**config.mk**
```make
export PLATFORM = sky130hd
export DESIGN_NAME = mini_alu_16bit_mul_arb
export DESIGN_NICKNAME = d
export VERILOG_FILES = /design/src/rtl/mini_alu_16bit_mul_arb.sv
export SDC_FILE = /design/constraint.sdc
export NUM_CORES = 1
export LEC_CHECK = 0
export ABC_AREA = 1
export CORE_ASPECT_RATIO = 0.6
export CORE_MARGIN = 8
export CORE_UTILIZATION = 42
export CTS_CLUSTER_DIAMETER = 60
export DETAILED_ROUTE_END_ITERATION = 12
export HOLD_SLACK_MARGIN = 0.08
export PLACE_DENSITY = 0.93
export SLEW_MARGIN = 20
export SYNTH_ARGS = -nofsm -noshare
export SYNTH_HDL_FRONTEND = slang
export SYNTH_SLANG_ARGS = --single-unit
export TNS_END_PERCENT = 30
```
**constraint.sdc**
```tcl
create_clock -name clk -period 3.8 [get_ports clk]
set_input_delay 0.76 -clock clk [delete_from_list [all_inputs] [get_ports clk]]
set_output_delay 0.76 -clock clk [all_outputs]
set_load 0.005 [all_outputs]
```
**src/rtl/mini_alu_16bit_mul_arb.sv**
```systemverilog
// mini_alu_16bit_mul_arb
// Round-robin front end that shares one external multiplier between two
// requesters. A granted request latches its operands, which drive the
// multiplier through mul_data0/mul_data1. The block then waits for mul_valid,
// or gives up after TIMEOUT edges, and presents a single response.
//
// Ports:
//   clk, rst                      clock, synchronous active-high reset
//   reqN_valid/a/b, reqN_ready    requester N operand handshake (N = 0, 1)
//   mul_data0, mul_data1          registered operands to the shared multiplier
//   mul_product/overflow/valid    multiplier result
//   rsp_valid/id/product/
//   rsp_overflow/err, rsp_ready   response handshake
//   busy                          high whenever the FSM is not idle
module mini_alu_16bit_mul_arb #(
  parameter int MUL_LAT = 1,
  parameter int TIMEOUT = 15
) (
  input  logic        clk,
  input  logic        rst,
  input  logic        req0_valid,
  input  logic [15:0] req0_a,
  input  logic [15:0] req0_b,
  output logic        req0_ready,
  input  logic        req1_valid,
  input  logic [15:0] req1_a,
  input  logic [15:0] req1_b,
  output logic        req1_ready,
  output logic [15:0] mul_data0,
  output logic [15:0] mul_data1,
  input  logic [31:0] mul_product,
  input  logic        mul_overflow,
  input  logic        mul_valid,
  output logic        rsp_valid,
  output logic        rsp_id,
  output logic [31:0] rsp_product,
  output logic        rsp_overflow,
  output logic        rsp_err,
  input  logic        rsp_ready,
  output logic        busy
);

  typedef enum logic [1:0] {IDLE, WAIT, RESP} state_t;

  localparam logic [4:0] LAT_W = 5'(MUL_LAT);
  localparam logic [4:0] TMO_W = 5'(TIMEOUT);

  state_t     state;
  logic [3:0] cnt;
  logic       id_q;
  logic       last_gnt;
  logic       grant0;
  logic       grant_any;
  logic [4:0] cnt_plus1;

  // Wait counter saturates rather than wrapping.
  function automatic logic [3:0] sat_inc(input logic [3:0] v);
    return (v == 4'hF) ? v : v + 4'd1;
  endfunction

  // Requester 0 wins when it is alone or when requester 1 was served last.
  assign grant0     = req0_valid && (!req1_valid || last_gnt);
  assign grant_any  = (req0_valid || req1_valid) && (state == IDLE) && !rst;
  assign req0_ready = grant_any && grant0;
  assign req1_ready = grant_any && !grant0;
  assign cnt_plus1  = {1'b0, cnt} + 5'd1;
  assign busy       = (state != IDLE);

  always_ff @(posedge clk) begin
    if (rst) begin
      state        <= IDLE;
      cnt          <= 4'd0;
      id_q         <= 1'b0;
      last_gnt     <= 1'b1;
      mul_data0    <= 16'd0;
      mul_data1    <= 16'd0;
      rsp_valid    <= 1'b0;
      rsp_id       <= 1'b0;
      rsp_product  <= 32'd0;
      rsp_overflow <= 1'b0;
      rsp_err      <= 1'b0;
    end else begin
      case (state)
        IDLE: begin
          if (grant_any) begin
            mul_data0 <= grant0 ? req0_a : req1_a;
            mul_data1 <= grant0 ? req0_b : req1_b;
            id_q      <= !grant0;
            cnt       <= 4'd0;
            state     <= WAIT;
          end
        end
        WAIT: begin
          // A product arriving on the timeout edge still counts as a capture.
          if ((cnt_plus1 >= LAT_W) && mul_valid) begin
            rsp_product  <= mul_product;
            rsp_overflow <= mul_overflow;
            rsp_err      <= 1'b0;
            rsp_id       <= id_q;
            rsp_valid    <= 1'b1;
            state        <= RESP;
          end else if (cnt_plus1 == TMO_W) begin
            rsp_product  <= 32'd0;
            rsp_overflow <= 1'b0;
            rsp_err      <= 1'b1;
            rsp_id       <= id_q;
            rsp_valid    <= 1'b1;
            state        <= RESP;
          end else begin
            cnt <= sat_inc(cnt);
          end
        end
        RESP: begin
          if (rsp_ready) begin
            rsp_valid <= 1'b0;
            last_gnt  <= rsp_id;
            state     <= IDLE;
          end
        end
        default: state <= IDLE;
      endcase
    end
  end

endmodule

```
==> key figures <==
Status
  – Outcome: completed

Floorplanning
  – Initial core utilization: 0.437
  – Core area: 7300 um^2
  – Die X: approximately 130 um
  – Die Y: 83.5 um
  – Die area: 10,700 um^2
  – Rows: 24
  – IO Count: 174

Cells and area
  – Final instance area: between 5000 and 6000 um^2
  – Sequential cell area: 1520 um^2
  – Filler cells: between 500 and 600
  – Final #Nets: roughly 690
  – Final Core Density: 0.719
  – Multi-input logic area: 1420 um^2
  – Diode count: 0
  – Layout cells sized above 1: 0.0906
  – Most frequent cells in the layout: nand2_1 (173), clkdlybuf4s50_1 (172), dfxtp_1 (76), a31oi_1 (30), a21oi_1 (29)
  – Commonest non-fill, non-tap cell in the layout: nand2_1
  – Area grow syn2layout: 64.6%

Pwr
  – Sw frac: 0.228
  – Power per cell area: 415 nW/um^2
  – Clock power share: 0.430
  – Switch Pwr: slightly below 0.0005 W
  – Internal power: 0.00168 W
  – Comb power frac: 0.169
  – P_leak: 1.93 nW
  – Max VDD drop: 0.258 mV
  – Register share of total power: 0.401

Yosys
  – Share of the synthesized area in the top cell type: 0.477
  – YS warnings: 0
  – Area contributors post-synth: dfxtp_1 (48%), nand2_1 (20%), a31oi_1 (5.9%)
  – Register area share after synthesis: 0.477
  – Synth Register Bits: 76
  – Synth Net Count: 521
  – Syn Inst Count: 415
  – EDFF count, synth: 0
  – Cell area after synthesis: 3190 um^2
  – Ys flop type: dfxtp_1
  – Post-Syn Area per Cell: 7.68 um^2
  – Unique masters post-synth: 28
  – Yosys top cell by area: dfxtp_1
  – Post-synth ARST share: 0

Run
  – Max Cap Violations: 0

Setup path
  – Crit path required time: 3040 ps
  – CP Capture Type: output pin
  – Crit-path cells: clkdlybuf4s50_1 > nor2_1 > nor2_2 > nand2_2 > a21oi_4 > clkdlybuf4s50_1
  – Startpoint Class: input port
  – Crit path kind: input port to output pin
  – Largest stage delay, worst path: between 500 and 600 ps
  – CP most frequent cell: clkdlybuf4s50_1
  – CP max-delay cell: clkdlybuf4s50_1
  – Crit path DAT: approximately 2300 ps
  – Crit path max fanout: 3

Route
  – DRC: 0
  – Routed WL: ~11,000 um
  – Routed vias: 3,384
  – WL/cell: 15.9 um
  – ANT nets after route: 0
  – First-pass detailed-route iteration total: 4
  – Initial detailed-routing violation count: about 160
  – Vias/cell: around 5

Place
  – # port buffers: 173
  – Post-DP HPWL: between 8000 and 9000 um
  – Placer Congestion: 0.865
  – Placed Area: 4910 um^2

CTS
  – Root buf cell: clkbuf_16
  – Worst-Skew Late Latency: 320 ps
  – Cts bufs inserted: 9
  – Clock Path Buffers: 2
  – Post-cts hold buffer count: 0
  – CTS resizes: 0
  – Worst-path clk slew: around 50 ps
  – H-tree level count: 3
  – Post-CTS setup repair buffer count: 0
  – CTS tree: done
  – TritonCTS Sinks: 76

STA
  – Unrepaired setup endpoints after global routing: false
  – Final Max Tran Viols: 0
  – Final worst-path cycle share: 0.805
  – Final hold violation count: 0
  – Max Fclk: 327 MHz
  – Worst slew pin tran: 778 ps
  – Final clock skew: between 4 and 5 ps
  – Post-layout min period: 3060 ps
  – Sum Neg Setup Slack: 0 ps
  – Max-slew headroom: 0.482
  – Setup violators final: 0

GRT
  – Total global routing track utilization: 0.201
  – First-pass GRT wire length: approximately 17,000 um
  – Number of global-route vias before repair: 3,424
  – Initial antenna violation count: 0
  – GRT overflow: 0
  – Largest net degree at the start of global routing: roughly 70

Worst hold path
  – Tightest Hold Check Type: register to register
[cell type report]
cell class / instances / share of cell area
well taps: 104 / 0.0248
clock inverters: 3 / 0.0129
clock buffers: 13 / 0.0515
flip-flops and latches: 76 / 0.290
multi-input cells: 295 / 0.271
inverters: 21 / 0.0150
repair buffers: 177 / 0.335
[per-stage QoR]
step                hold slack [ps]  power, W  cells  setup WS (ps)
finish                          461   0.00218    689            741
global placement                448   0.00124    673            780
global route                    472   0.00227    689            678
floorplan                       449   0.00104    415           1550
detailed placement              455   0.00126    673            735
CTS                             464   0.00220    689            735
[state kept, by name (all words and copies together), names as in the netlist]
name          cells
cnt               4
id_q              1
last_gnt          1
mul_data0        16
mul_data1        16
rsp_err           1
rsp_id            1
rsp_overflow      1
rsp_product      32
rsp_valid         1
state             2
[cells in the mapped netlist (2+ instances only)]
cell	number
a21oi_1	29
a21oi_2	10
a22oi_1	3
a31oi_1	30
buf_2	5
buf_4	9
buf_8	2
clkbuf_1	6
dfxtp_1	76
ha_1	3
inv_1	17
inv_2	3
nand2_1	173
nand2_2	13
nand3_1	7
nand4_1	5
nor2_1	9
nor2_2	2
nor3_1	2
o21ai_0	3
[metal layers]
layer  routed length (um)  GRT usage  share of wire
met1                 4320      0.223           0.40
met2                 5100      0.325           0.47
met3                 1350      0.112           0.12
met4                  157     0.0515          0.014
met5                    0          0              0
[worst max-delay path: cells and delay by family]
kind,cells,cell delay [ps]
AOI/OAI and AO/OA,1,130
and+or+nand+nor,3,350
buffers and inverters,2,1070
[final timing paths]
check,cells past startpoint,endpoint,from,slack (ps)
max,6,req1_ready,req0_valid,740
min,2,rsp_product[11],rsp_product[11],460
max reg2reg,12,rsp_valid,cnt[0],1690
min reg2reg,2,rsp_product[11],rsp_product[11],460
[power by group through the flow]
stage | combinational, W | sequential (W) | clock, W
5_1_grt | 0.000402 | 0.000878 | 0.000992
3_5_place_dp | 0.000368 | 0.000888 | 0
3_3_place_gp | 0.000357 | 0.000885 | 0
6_report | 0.000368 | 0.000872 | 0.000936
4_1_cts | 0.000370 | 0.000872 | 0.000960
2_1_floorplan | 0.000152 | 0.000888 | 0
[kinds of logic after synthesis]
family	synth area share
and+or+nand+nor	0.283
adders and majority gates	0.0118
DFF	0.477
buffers and inverters	0.0765
AOI/OAI and AO/OA	0.151
(Power assumes the default switching activity.)
